$ cat src/rtl/interval_capture_if.sv
// Handshake bundle for interval_capture: measurement events in, result and status out.
interface interval_capture_if #(
  parameter int unsigned CNT_W = 21
);
  logic             start;
  logic             stop;
  logic             ack;
  logic [CNT_W-1:0] count;
  logic             valid;
  logic             timeout;
  logic             busy;

  modport master (output start, stop, ack, input count, valid, timeout, busy);
  modport slave  (input start, stop, ack, output count, valid, timeout, busy);
endinterface

$ cat src/rtl/interval_capture.sv
// Counts clk cycles from a START event to a STOP event, bounded by MAX_COUNT,
// and holds the result on a VALID/ACK handshake.
//
//   state   | meaning
//   IDLE    | waiting for start
//   MEASURE | counting cycles until stop or the limit
//   HOLD    | result presented, waiting for ack
module interval_capture #(
  parameter int unsigned      CNT_W     = 21,
  parameter logic [CNT_W-1:0] MAX_COUNT = CNT_W'(21'h1F_FFFF)
) (
  input logic               clk,
  input logic               rst,
  input logic               clr,
  interval_capture_if.slave bus
);

  typedef enum logic [1:0] {
    IDLE    = 2'd0,
    MEASURE = 2'd1,
    HOLD    = 2'd2
  } state_t;

  state_t           state;
  logic [CNT_W-1:0] counter;
  logic [CNT_W-1:0] count_q;
  logic             valid_q;
  logic             timeout_q;
  logic             busy_q;
  logic [CNT_W-1:0] n;

  // counter stays below MAX_COUNT, so this increment cannot wrap
  assign n = counter + CNT_W'(1);

  always_ff @(posedge clk) begin
    if (rst || clr) begin
      state     <= IDLE;
      counter   <= '0;
      count_q   <= '0;
      valid_q   <= 1'b0;
      timeout_q <= 1'b0;
      busy_q    <= 1'b0;
    end else begin
      case (state)
        IDLE: begin
          if (bus.start) begin
            counter <= '0;
            busy_q  <= 1'b1;
            state   <= MEASURE;
          end
        end
        MEASURE: begin
          if (bus.stop) begin
            count_q   <= n;
            valid_q   <= 1'b1;
            timeout_q <= 1'b0;
            busy_q    <= 1'b0;
            state     <= HOLD;
          end else if (n == MAX_COUNT) begin
            count_q   <= MAX_COUNT;
            valid_q   <= 1'b1;
            timeout_q <= 1'b1;
            busy_q    <= 1'b0;
            state     <= HOLD;
          end else begin
            counter <= n;
          end
        end
        HOLD: begin
          if (bus.ack) begin
            valid_q   <= 1'b0;
            timeout_q <= 1'b0;
            state     <= IDLE;
          end
        end
        default: begin
          valid_q   <= 1'b0;
          timeout_q <= 1'b0;
          busy_q    <= 1'b0;
          state     <= IDLE;
        end
      endcase
    end
  end

  assign bus.count   = count_q;
  assign bus.valid   = valid_q;
  assign bus.timeout = timeout_q;
  assign bus.busy    = busy_q;

endmodule

$ cat src/flat_wrapper.sv
// flat-port wrapper written by rule: the top's interface ports become plain ports
module interval_capture_flat 
#(
  parameter int unsigned      CNT_W     = 21,
  parameter logic [CNT_W-1:0] MAX_COUNT = CNT_W'(21'h1F_FFFF)
)
  (clk, rst, clr, bus_start, bus_stop, bus_ack, bus_count, bus_valid, bus_timeout, bus_busy);
  interval_capture_if #(.CNT_W(CNT_W)) bus_i ();
  input logic clk;
  input logic rst;
  input logic clr;
  input wire logic [$bits(bus_i.start)-1:0] bus_start;
  input wire logic [$bits(bus_i.stop)-1:0] bus_stop;
  input wire logic [$bits(bus_i.ack)-1:0] bus_ack;
  output wire logic [$bits(bus_i.count)-1:0] bus_count;
  output wire logic [$bits(bus_i.valid)-1:0] bus_valid;
  output wire logic [$bits(bus_i.timeout)-1:0] bus_timeout;
  output wire logic [$bits(bus_i.busy)-1:0] bus_busy;
  assign bus_i.start = bus_start;
  assign bus_i.stop = bus_stop;
  assign bus_i.ack = bus_ack;
  assign bus_count = bus_i.count;
  assign bus_valid = bus_i.valid;
  assign bus_timeout = bus_i.timeout;
  assign bus_busy = bus_i.busy;
  interval_capture #(.CNT_W(CNT_W), .MAX_COUNT(MAX_COUNT)) u_core (.clk(clk), .rst(rst), .clr(clr), .bus(bus_i));
endmodule
$ cat config.mk
export PLATFORM = sky130hd
export DESIGN_NAME = interval_capture_flat
export DESIGN_NICKNAME = d
export VERILOG_FILES = /design/src/rtl/interval_capture_if.sv /design/src/rtl/interval_capture.sv /design/src/flat_wrapper.sv
export SDC_FILE = /design/constraint.sdc
export NUM_CORES = 1
export LEC_CHECK = 0
export ABC_AREA = 1
export CAP_MARGIN = 30
export CORE_AREA = 2 2 74 76
export DETAILED_ROUTE_END_ITERATION = 7
export DIE_AREA = 0 0 76 78
export GPL_TIMING_DRIVEN = 0
export PLACE_DENSITY = 0.74
export RECOVER_POWER = 50
export SLEW_MARGIN = 30
export SYNTH_ARGS = -nofsm -noshare
export SYNTH_HDL_FRONTEND = slang
export SYNTH_SLANG_ARGS = --single-unit
$ cat constraint.sdc
create_clock -name clk -period 2.65 [get_ports clk]
set_input_delay 0.795 -clock clk [delete_from_list [all_inputs] [get_ports clk]]
set_output_delay 0.795 -clock clk [all_outputs]
set_load 0.02 [all_outputs]
==> results of run 1 <==
worst max-delay path, stage by stage, from the launching register on:
cell and delay [ns]:
sky130_fd_sc_hd__dfxtp_1 0.42, sky130_fd_sc_hd__ha_1 0.24, sky130_fd_sc_hd__nand2_1 0.10, sky130_fd_sc_hd__nor2_4 0.16
sky130_fd_sc_hd__nand2_2 0.11, sky130_fd_sc_hd__nor2_4 0.14, sky130_fd_sc_hd__nand3_1 0.11, sky130_fd_sc_hd__xor2_1 0.28
sky130_fd_sc_hd__nor2_4 0.08, sky130_fd_sc_hd__nand2_4 0.13, sky130_fd_sc_hd__nand2_8 0.10, sky130_fd_sc_hd__buf_6 0.17
sky130_fd_sc_hd__a21oi_1 0.18, sky130_fd_sc_hd__nor2_1 0.07
state kept, by name (all words and copies together) (netlist names):
signal              cells
u_core.counter         21
u_core.bus.busy         1
u_core.bus.valid        1
u_core.bus.count       21
u_core.bus.timeout      1
u_core.state            2
routing by layer:
metal  track usage, %  wire (um)  vias up  share of wire (%)
li1                 -          -     1377                  -
met2            40.63       3122       61                 47
met4            6.909         90        0                1.4
met1            30.11       3166     1168                 48
met3            3.721        284        9                4.3
met5                0          0        -                  0
path summary, 6_finish.rpt:
path	from	end	cells after the start
worst max-delay path	u_core.counter[1]	u_core.counter[11]	13
worst min-delay path	u_core.bus.count[13]	u_core.bus.count[13]	2
worst max register to register	u_core.counter[1]	u_core.counter[11]	13
worst min register to register	u_core.bus.count[13]	u_core.bus.count[13]	2
final cells by class:
| class | instances | area [um2] |
|---|---|---|
| Clock buffer | 6 | 72.57 |
| Sequential cell | 47 | 940.9 |
| Tap cell | 70 | 87.58 |
| Buffer | 20 | 145.1 |
| Timing Repair Buffer | 29 | 290.3 |
| Multi-Input combinational cell | 304 | 1546 |
| Fill cell | 489 | 1834 |
| Inverter | 30 | 112.6 |
| Clock inverter | 2 | 12.51 |
cell families after synthesis:
kind of cell    share of synthesized area (%)
compound gates                          15.39
xor+xnor                                2.231
fa+ha+maj                              0.9106
buf+inv                                 9.380
flops                                   34.24
simple gates                            37.84
power by group through the flow:
stage | clock [W] | combinational (W) | sequential [W]
floorplan | 0 | 0.000154 | 0.000764
finish | 0.000437 | 0.000216 | 0.000745
detailed placement | 0 | 0.000215 | 0.000762
CTS | 0.000446 | 0.000216 | 0.000745
global route | 0.000468 | 0.000239 | 0.000748
global placement | 0 | 0.000213 | 0.000761
synth_stat cells (all sizes together):
| cell | number |
|---|---|
| a21oi | 53 |
| and2 | 1 |
| buf | 11 |
| clkbuf | 9 |
| clkinv | 1 |
| dfxtp | 47 |
| ha | 2 |
| inv | 29 |
| nand2 | 103 |
| nand3 | 33 |
| nand3b | 5 |
| nand4 | 5 |
| nor2 | 68 |
| nor3 | 1 |
| nor3b | 1 |
| o21a | 1 |
| o21ai | 24 |
| xnor2 | 1 |
| xor2 | 6 |
per-stage QoR:
step	hold slack (ns)	cells	setup WS, ns	util, %	power, W
after floorplan	0.4540	401	0.6234	-	0.0009182
after global placement	0.4480	500	0.2758	61.99	0.0009741
after detailed placement	0.4519	500	0.2623	61.99	0.0009765
after CTS	0.4649	508	0.2783	63.67	0.001408
after global routing	0.4839	508	0.06738	63.62	0.001456
final	0.4563	508	0.2605	63.62	0.001398
==> impl_metrics.py, run 1 <==
metrics = {
    "cells_and_area": {
        "finish.instance_area_um2": 3208,
        "syn_to_final_growth_pct": 16.76,
        "layout-drive-gt1-share_pct": 11.19,
        "num_antenna_cells": 0,
        "layout.cells.most_common": "sky130_fd_sc_hd__nand2_1",
        "layout_common_cells": "sky130_fd_sc_hd__nand2_1, sky130_fd_sc_hd__nor2_1, sky130_fd_sc_hd__dfxtp_1",
        "number_of_nets_at_the_end_of_the_flow": 445,
    },
    "pwr": {
        "p_leak_nw": 1.236,
        "internal_power_w": 0.0009941,
        "power_switching_w": 0.0004038,
        "vdd.ir_drop.worst_v": 0.0002676,
        "p_per_area_nw_per_um2": 435.7,
        "pwr-share-clk_pct": 31.2,
        "power.share.combinational_pct": 15.4,
        "sw_ratio_pct": 28.88,
        "seqPwrFrac_pct": 53.3,
    },
    "routing": {
        "detailroute.via_count": 2615,
        "drt-wirelength-per-cell_um": 13.12,
        "routed_via_density": 5.148,
        "drt_first_iter_violations": 136,
        "finalWirelength_um": 6664,
        "final_antenna_net_count": 0,
        "dr.pass1.iters": 4,
        "detail_route.drc_violations": 0,
    },
    "worst_setup_path": {
        "worstPathRequired_ns": 2.85,
        "cp-end-kind": "register",
        "worst-path-max-fanout": 10,
        "worst-r2r-setup-slack_ns": 0.26,
        "critical_path.startpoint_type": "register",
        "path_class": "register to register",
        "worstPathArrival_ns": 2.59,
    },
    "sta": {
        "hold_fails_final_rpt": 0,
        "fin_tns_setup_ns": 0,
        "fmaxAchievable_ghz": 0.4185,
        "setup_viol": 0,
        "rsz_0062_raised_after_global_routing": "no",
        "timing.final.crit_period_ns": 2.390,
        "slew_headroom_pct": 57.52,
        "worstMarginPinSlew_ns": 0.6372,
        "fin_skew_ns": 0.006543,
        "period_share_pct": 90.17,
        "max_slew_violations": 0,
    },
    "global_routing": {
        "grt_pass1_wl_um": 11310,
        "number_of_antenna_violations_at_the_first_check_in_global_routing": 0,
        "grt_pass1_vias": 2509,
        "grtUsageTotal_pct": 23.40,
        "grt_start_max_net_pins": 15,
        "gr-total-overflow": 0,
    },
    "floorplanning": {
        "starting_density_of_the_core_pct": 54.49,
        "num_io_pins": 30,
        "fp.dieArea_um2": 5928,
        "die-width_um": 76,
        "core_area_um2": 5042,
        "core.rowCount": 26,
        "floorplan.die.height_um": 78,
    },
    "clock_network": {
        "cts.hold.buffers_added": 0,
        "cts_tree": "done",
        "cts_inserted_buffers": 5,
        "tritoncts_num_sinks": 47,
        "clk_pin_slew_worst_paths_ns": 0.09,
        "cts.repair_timing.setup_buffer_count": 0,
        "clock_tree.htree_level_count": 2,
        "clock_latency_ns": 0.30,
        "clock_tree.buffer_depth": 2,
        "cts_repair_resize_count": 0,
        "ctsRootBufferMaster": "sky130_fd_sc_hd__clkbuf_8",
    },
    "yosys": {
        "share_of_the_synthesized_area_in_the_top_cell_type_pct": 34.24,
        "netlist-cell-type-count": 30,
        "synth.ff_latch_count": 47,
        "post_synth_main_area_contributors": "sky130_fd_sc_hd__dfxtp_1, sky130_fd_sc_hd__nand2_1, sky130_fd_sc_hd__a21oi_1",
        "postSynthCellCount": 401,
        "synthesis.area_um2": 2748,
        "postSynthNetCount": 409,
        "post_syn_area_per_cell_um2": 6.852,
        "yosysTopAreaCell": "sky130_fd_sc_hd__dfxtp_1",
        "yosysSeqAreaShare_pct": 34.24,
        "yosys_warnings": 0,
    },
    "place": {
        "place_area_um2": 3126,
        "place.gp.congestion": 0.9180,
        "dpl.hpwl_um": 5091,
        "buffer_ports.inserted": 29,
    },
    "outcome": {
        "run_status": "finished clean",
    },
    "hold_path": {
        "min_path_type": "register to register",
    },
    "job": {
        "max_cap_viol_count": 0,
    },
}
Note: power is estimated with default switching activity, not from simulation.
==> run 2, diff against run 1 <==
--- a/config.mk
+++ b/config.mk
@@ -7,11 +7,11 @@
 export LEC_CHECK = 0
 export ABC_AREA = 1
 export CAP_MARGIN = 30
-export CORE_AREA = 2 2 74 76
+export CORE_AREA = 4 4 94 96
 export DETAILED_ROUTE_END_ITERATION = 7
-export DIE_AREA = 0 0 76 78
+export DIE_AREA = 0 0 98 100
 export GPL_TIMING_DRIVEN = 0
-export PLACE_DENSITY = 0.74
+export PLACE_DENSITY = 0.5
 export RECOVER_POWER = 50
 export SLEW_MARGIN = 30
 export SYNTH_ARGS = -nofsm -noshare
==> run 2 against run 1 <==
Routed wire length rose by 8.2%. Global-route usage fell by 7.7 points. Via count fell by 2.6%. Count of clock-buffer cells in the layout rose by 1. Register-to-register slack improved by 0.02 ns. Critical path type unchanged. Critical endpoint is now u_core.counter[18]. Largest power group unchanged.
==> impl_metrics.py, run 2 (same netlist as run 1, synthesis figures left out) <==
metrics = {
    "sta": {
        "max_slew_violations": 0,
        "slew_headroom_pct": 53.02,
        "fin_skew_ns": 0.009906,
        "period_share_pct": 89.23,
        "worstMarginPinSlew_ns": 0.7047,
        "fmaxAchievable_ghz": 0.4229,
        "hold_fails_final_rpt": 0,
        "fin_tns_setup_ns": 0,
        "timing.final.crit_period_ns": 2.365,
        "rsz_0062_raised_after_global_routing": "no",
        "setup_viol": 0,
    },
    "cells_and_area": {
        "layout.cells.most_common": "sky130_fd_sc_hd__nand2_1",
        "number_of_nets_at_the_end_of_the_flow": 445,
        "layout_common_cells": "sky130_fd_sc_hd__nand2_1, sky130_fd_sc_hd__nor2_1, sky130_fd_sc_hd__dfxtp_1",
        "layoutNonFillerInstCount": 543,
        "num-fill-cells": 879,
        "num_antenna_cells": 0,
        "syn_to_final_growth_pct": 18.81,
        "layout-drive-gt1-share_pct": 11.42,
    },
    "clock_network": {
        "cts.hold.buffers_added": 0,
        "cts_inserted_buffers": 5,
        "cts.repair_timing.setup_buffer_count": 0,
        "clock_latency_ns": 0.31,
        "tritoncts_num_sinks": 47,
        "cts_tree": "done",
        "clock_tree.buffer_depth": 2,
        "clk_pin_slew_worst_paths_ns": 0.10,
        "clock_tree.htree_level_count": 2,
        "cts_repair_resize_count": 0,
        "ctsRootBufferMaster": "sky130_fd_sc_hd__clkbuf_8",
    },
    "floorplanning": {
        "fp.dieArea_um2": 9800,
        "floorplan.die.height_um": 100,
        "die-width_um": 98,
        "core.rowCount": 33,
        "core_area_um2": 8051,
        "starting_density_of_the_core_pct": 34.13,
        "num_io_pins": 30,
    },
    "worst_setup_path": {
        "worst_r2r_path_depth": 15,
        "worst-path-max-fanout": 10,
        "reg2reg_to": "u_core.counter[18]",
        "worstPathRequired_ns": 2.85,
        "path_class": "register to register",
        "worst-r2r-setup-slack_ns": 0.29,
        "highest_cell_delay_on_the_worst_timing_path_ns": 0.42,
        "cpMostUsedCell": "sky130_fd_sc_hd__nand3_1",
        "worstPathArrival_ns": 2.57,
        "critical_path.startpoint": "u_core.counter[1]",
        "path_cells": "ha_1 > nand3_1 > nor2_2 > nand3_1 > nand2_1 > nand2_1 > nor2_1 > nand3_1 > nor2_4 > nand2_4 > nand2_8 > buf_6 > nand3_1 > nand2_1 > nor2_1",
        "critical_path.startpoint_type": "register",
        "standard_cell_with_the_maximum_stage_delay_on_the_critical_path": "sky130_fd_sc_hd__dfxtp_1",
        "r2r_start": "u_core.counter[1]",
        "cp-end-kind": "register",
    },
    "routing": {
        "top_signal_layer_used": "met4",
        "detailroute.via_count": 2548,
        "met3WireLength_um": 257,
        "wl_met2_um": 3236,
        "met1_length_um": 3559,
        "final_antenna_net_count": 0,
        "routed_via_density": 4.692,
        "drt_first_iter_violations": 90,
        "dr.pass1.iters": 5,
        "drt-wirelength-per-cell_um": 13.28,
        "detail_route.drc_violations": 0,
        "finalWirelength_um": 7212,
    },
    "place": {
        "numPlacedInstances": 535,
        "place.gp.congestion": 0.8478,
        "buffer_ports.inserted": 29,
        "dpl.hpwl_um": 5499,
    },
    "global_routing": {
        "grt_start_max_net_pins": 15,
        "number_of_antenna_violations_at_the_first_check_in_global_routing": 0,
        "grt_pass1_wl_um": 12490,
        "grt_pass1_vias": 2557,
        "gr-total-overflow": 0,
        "grtUsageTotal_pct": 15.73,
    },
    "pwr": {
        "sw_ratio_pct": 29.27,
        "power.share.combinational_pct": 14.9,
        "p_leak_nw": 1.244,
        "seqPwrFrac_pct": 51.5,
        "pwr-share-clk_pct": 33.6,
        "power_switching_w": 0.0004237,
        "vdd.ir_drop.worst_v": 0.0001895,
        "p_per_area_nw_per_um2": 443.5,
        "internal_power_w": 0.001024,
    },
    "job": {
        "max_cap_viol_count": 0,
    },
    "hold_path": {
        "hold_path.startpoint": "u_core.bus.count[1]",
        "hold_path_end": "u_core.bus.count[1]",
        "min_path_type": "register to register",
        "holdPathStages": 2,
    },
    "outcome": {
        "run_status": "finished clean",
    },
}
-- run 2: cell count changes in the layout (fill, tap and decap cells not counted) --
cell                         previous run  this run
sky130_fd_sc_hd__nand2_1               92        91
sky130_fd_sc_hd__clkinv_2               1         0
sky130_fd_sc_hd__nand2_2                5         6
sky130_fd_sc_hd__clkinv_4               0         1
sky130_fd_sc_hd__clkinvlp_4             1         0
sky130_fd_sc_hd__clkbuf_8               5         6
-- run 2: worst max path at each step --
stage	end	cells past startpoint
3_5_place_dp	u_core.bus.count[13]	5
4_1_cts	u_core.counter[3]	15
2_1_floorplan	u_core.bus.count[10]	17
5_1_grt	u_core.counter[13]	17
3_3_place_gp	u_core.counter[10]	8
6_report	u_core.counter[18]	15
-- run 2: power by group through the flow --
stage | Clock, W | Combinational (W) | Sequential [W]
finish | 0.000486 | 0.000216 | 0.000746
global placement | 0 | 0.000218 | 0.000762
global route | 0.000534 | 0.000245 | 0.000750
CTS | 0.000509 | 0.000219 | 0.000746
detailed placement | 0 | 0.000218 | 0.000762
floorplan | 0 | 0.000154 | 0.000764
-- run 2: cell type report --
| cell class | instances | area [um2] | area share [%] |
|---|---|---|---|
| multi-input cells | 304 | 1549 | 47.45 |
| flip-flops and latches | 47 | 940.9 | 28.82 |
| clock buffers | 7 | 86.33 | 2.645 |
| repair buffers | 29 | 290.3 | 8.892 |
| well taps | 105 | 131.4 | 4.025 |
| clock inverters | 1 | 8.758 | 0.2683 |
| plain buffers | 20 | 145.1 | 4.446 |
| inverters | 30 | 112.6 | 3.450 |
-- run 2: routing by layer --
metal / up-vias / track usage [%]
met5: - / 0
met4: 0 / 5.538
met3: 13 / 2.710
met2: 46 / 24.45
met1: 1121 / 22.01
li1: 1368 / -
-- run 2: worst max-delay path: cells and delay by family (launching register included) --
kind / cells / cell delay, ns
flops: 1 / 0.42
simple gates: 13 / 1.43
fa+ha+maj: 1 / 0.26
buf+inv: 1 / 0.15
-- run 2: through the flow --
step	total power, W	setup WS (ns)	hold WS, ns	util (%)	area (um2)
floorplan	0.0009182	0.6234	0.4540	-	2748
global placement	0.0009801	0.2350	0.4493	39.36	3169
detailed placement	0.0009797	0.2122	0.4535	39.36	3169
CTS	0.001473	0.2714	0.4702	40.54	3264
global route	0.001528	0.06588	0.4913	40.54	3264
finish	0.001448	0.2853	0.4607	40.54	3264
